## config.mk

```make
export PLATFORM = sky130hd
export DESIGN_NAME = cpt_dec
export DESIGN_NICKNAME = d
export VERILOG_FILES = /design/src/rtl/cpt_dec.sv
export SDC_FILE = /design/constraint.sdc
export NUM_CORES = 1
export LEC_CHECK = 0
export ABC_AREA = 1
export BUFFER_PORTS_ARGS = -buffer_cell sky130_fd_sc_hd__buf_2
export CAP_MARGIN = 20
export CORE_MARGIN = 3
export CORE_UTILIZATION = 45
export CTS_CLUSTER_SIZE = 28
export DETAILED_ROUTE_END_ITERATION = 10
export GPL_ROUTABILITY_DRIVEN = 0
export PLACE_DENSITY = 0.7
export SLEW_MARGIN = 40
export SYNTH_ARGS = -nofsm -noshare
export SYNTH_HDL_FRONTEND = slang
export SYNTH_SLANG_ARGS = --single-unit
```

## constraint.sdc

```tcl
create_clock -name clk -period 3.7 [get_ports clk]
set_input_delay 0.185 -clock clk [delete_from_list [all_inputs] [get_ports clk]]
set_output_delay 0.185 -clock clk [all_outputs]
set_load 0.02 [all_outputs]
```

## src/rtl/cpt_dec.sv

```systemverilog
//==============================================================================
// Module      : cpt_dec
// Description : Loadable binary down-counter with expiry pulse, one-shot or
//               periodic auto-reload operation.
// Revision    : 1.0 - initial release
//==============================================================================
`default_nettype none

module cpt_dec #(
  parameter int WIDTH = 8
) (
  input  logic             clk,
  input  logic             reset,
  input  logic             activate,
  input  logic             load,
  input  logic [WIDTH-1:0] load_val,
  input  logic             reload,
  output logic [WIDTH-1:0] cpt,
  output logic             zero,
  output logic             expired,
  output logic [1:0]       state
);

  localparam logic [1:0]       c_st_idle    = 2'd0;
  localparam logic [1:0]       c_st_run     = 2'd1;
  localparam logic [1:0]       c_st_expired = 2'd2;
  localparam logic [WIDTH-1:0] c_max        = {WIDTH{1'b1}};
  localparam logic [WIDTH-1:0] c_zero       = {WIDTH{1'b0}};
  localparam logic [WIDTH-1:0] c_one        = {{(WIDTH-1){1'b0}}, 1'b1};

  logic [1:0]       r_state;
  logic [WIDTH-1:0] r_cpt;
  logic [WIDTH-1:0] r_rld;
  logic             r_expired;

  logic [1:0]       w_state_nxt;
  logic [WIDTH-1:0] w_cpt_nxt;
  logic [WIDTH-1:0] w_rld_nxt;
  logic             w_expired_nxt;

  // State, count, reload value and expiry pulse register together
  always_ff @(posedge clk) begin
    if (reset) begin
      r_state   <= c_st_idle;
      r_cpt     <= c_max;
      r_rld     <= c_max;
      r_expired <= 1'b0;
    end else begin
      r_state   <= w_state_nxt;
      r_cpt     <= w_cpt_nxt;
      r_rld     <= w_rld_nxt;
      r_expired <= w_expired_nxt;
    end
  end

  always_comb begin
    w_state_nxt   = r_state;
    w_cpt_nxt     = r_cpt;
    w_rld_nxt     = r_rld;
    w_expired_nxt = 1'b0;
    if (load) begin
      w_cpt_nxt   = load_val;
      w_rld_nxt   = load_val;
      w_state_nxt = c_st_idle;
    end else begin
      case (r_state)
        c_st_idle, c_st_run: begin
          if (!activate) begin
            w_state_nxt = c_st_idle;
          end else if (r_cpt > c_one) begin
            w_cpt_nxt   = r_cpt - c_one;
            w_state_nxt = c_st_run;
          end else if (r_cpt == c_one) begin
            w_cpt_nxt     = c_zero;
            w_state_nxt   = c_st_expired;
            w_expired_nxt = 1'b1;
          end else begin
            // Count already 0 after a load of 0: expire silently
            w_state_nxt = c_st_expired;
          end
        end
        c_st_expired: begin
          if (activate && reload && (r_rld != c_zero)) begin
            w_cpt_nxt   = r_rld;
            w_state_nxt = c_st_run;
          end
        end
        default: w_state_nxt = c_st_idle;
      endcase
    end
  end

  always_comb begin
    cpt     = r_cpt;
    zero    = (r_cpt == c_zero);
    expired = r_expired;
    state   = r_state;
  end

endmodule

`default_nettype wire

```

==> results.yml <==
outcome:
  status: "complete, no violations"
critical_path:
  critPathCaptureType: "register"
  critPathTopFamily: "flip-flops"
  required_ps: 3930
  cp.arrival_ps: 1870
  crit_path_top_delay_cell: "dfxtp_1"
  cpPeakStageDelay_ps: 410
  critPathLaunchType: "register"
  cp_max_fo: 7
  cp_cell_sequence: "inv_1, ha_1, o21ai_2, nor2_4, nor2_4, o21ai_0, nand2_1, nand2_1, nand3_1"
  worstSetupPathType: "reg -> reg"
  path_buf_inv: 1
clock_tree:
  cts_root_buf: "clkbuf_4"
  clk_latency_ps: 300
  tritoncts: "yes"
  clk_pin_slew_ps: 110
  ctsResizeCount: 0
  cts_setup_buffers: 0
  cts-hold-fix-buffers: 0
  cts.sinks: 19
  cts_inserted_buffers: 3
  ctsLongestPathBuffers: 2
  htree_num_levels: 1
finish:
  most-common-layout-cells: "nand2_1 (50), nand3_1 (39), buf_2 (24)"
  drive_gt1_frac: 0.232
  area_growth_pct: 14.5
  final_nets: 207
  diodes: 0
  final_common_cell: "nand2_1"
  finalNonFillerCells: 218
routing:
  wl_met1_um: 1270
  vias_per_cell: 5.17
  final_antenna_net_count: 0
  drc: 0
  drt_iter0_drc: 26
  vias: 1127
  wl_per_cell_um: 12.3
  first_pass_iters: 4
  drt-total-wl_um: 2680
  dr_wl_met2_um: 1240
  dr_wl_met3_um: 107
  top_layer_used: "met4"
timing:
  slew_headroom: 0.672
  tns_ps: 0
  hold_violations: 0
  finalCritPeriodShare: 0.444
  min_period_ps: 1640
  worstMarginPinSlew_ps: 488
  finClkSkew_ps: 6.77
  fmax_mhz: 609
  setup_viol: 0
  finalMaxSlewViolations: 0
  rsz0062_at_grt: "no"
logic_synthesis:
  synth_edf_count: 0
  synth_top_family_by_area: "simple AND/OR/NAND/NOR gates"
  yosys_warnings: 0
  synthMuxAreaShare: 0
  synth_fp_nets: 181
  synth_xor_area_frac: 0.00771
  ys_ff_latch: 19
  yosys.area_share.simple: 0.494
  syn_avg_cell_area_sq_um: 6.89
  synth_cells: 165
  synthArstFlopShare: 0
  ys.flop_type: "dfxtp_1"
  netlist_area_sq_um: 1140
  synth_compound_area_frac: 0.0793
  seq_area_frac_synth: 0.335
  yosysUniqueCellTypes: 24
  synth_fa_ha_area_frac: 0.0330
place:
  place_hpwl_um: 2060
  dp.cells: 214
  numPortBuffers: 24
floorplanning:
  coreArea_sq_um: 2300
  io_pins: 25
  die_h_um: 56.2
  fp.dieW_um: 56.2
  die-area_sq_um: 3160
  start_util: 0.495
  num_rows: 17
pwr:
  power.density_nw_per_um2: 335
  total_leakage_power_nw: 0.626
  totalPowerFinal_mw: 0.435
  max-vdd-ir-drop_v: 0.000217
global_route:
  grt_pass1_vias: 995
  grt_pass1_wl_um: 4480
  grt_max_degree: 18
  grt-ovfl-total: 0
  grtUsageTotal: 0.179
  grt_antenna_before_repair: 0
hold_path:
  hold_class: "in -> reg"
run:
  max_cap_viol_count: 0
-- worst paths after layout --
check	from	to	slack, ps	cells after the start
max	cpt[0]$_SDFFE_PP1P_	cpt[4]$_SDFFE_PP1P_	2060	9
min	load_val[5]	r_rld[5]$_SDFFE_PP1P_	110	3
max reg2reg	cpt[0]$_SDFFE_PP1P_	cpt[4]$_SDFFE_PP1P_	2060	9
min reg2reg	r_rld[1]$_SDFFE_PP1P_	r_rld[1]$_SDFFE_PP1P_	500	2
-- registers in the layout (all words and copies together), names as in the netlist --
signal   count
cpt          8
state        2
expired      1
r_rld        8
-- area by class of cell --
cell class / count / area [sq um]
Clock buffer: 4 / 26.3
Fill cell: 239 / 996
Inverter: 11 / 41.3
Multi-Input combinational cell: 132 / 698
Sequential cell: 19 / 380
Tap cell: 28 / 35.0
Timing Repair Buffer: 24 / 120
-- synth_stat cells (all sizes together), types with 2 or more instances --
| master | count | area [sq um] |
|---|---|---|
| nand3 | 39 | 195 |
| o21a | 5 | 37.5 |
| o21ai | 2 | 13.8 |
| ha | 3 | 37.5 |
| dfxtp | 19 | 380 |
| o21bai | 3 | 33.8 |
| nand2 | 54 | 228 |
| buf | 2 | 12.5 |
| nor2 | 22 | 128 |
| inv | 10 | 37.5 |
-- layer usage --
layer / up-vias / global-route usage
li1: 591 / -
met1: 507 / 0.221
met2: 23 / 0.292
met3: 6 / 0.0371
met4: 0 / 0.0915
met5: - / 0
-- through the flow --
step	hold WS [ps]	util	cell area [sq um]	worst slack (ps)
2_1_floorplan	326	-	1140	2090
3_3_place_gp	416	0.555	1270	2150
3_5_place_dp	425	0.555	1270	2090
4_1_cts	110	0.566	1300	2050
5_1_grt	116	0.566	1300	1910
6_report	109	0.566	1300	2060
-- worst reg2reg max path, delay by kind of cell, from the launching register on --
family                   cells  cell delay (ps)
flip-flops                   1              410
AO/OA/AOI/OAI                2              360
adder cells (fa/ha/maj)      1              270
buffers and inverters        1              130
AND/OR/NAND/NOR              5              400
-- kinds of logic (layout without fill, tap and decap cells) --
family | count (synthesis) | in the layout
simple gates | 117 | 117
flops | 19 | 19
buf+inv | 14 | 39
compound gates | 11 | 11
fa+ha+maj | 3 | 3
xor+xnor | 1 | 1
-- power by group --
group / total, mW / internal (mW) / switching, mW
Clock: 0.107 / 0.0420 / 0.0647
Sequential: 0.236 / 0.219 / 0.0174
Combinational: 0.0923 / 0.0353 / 0.0571
Total: 0.435 / 0.296 / 0.139
Note: power is estimated with default switching activity, not from simulation.
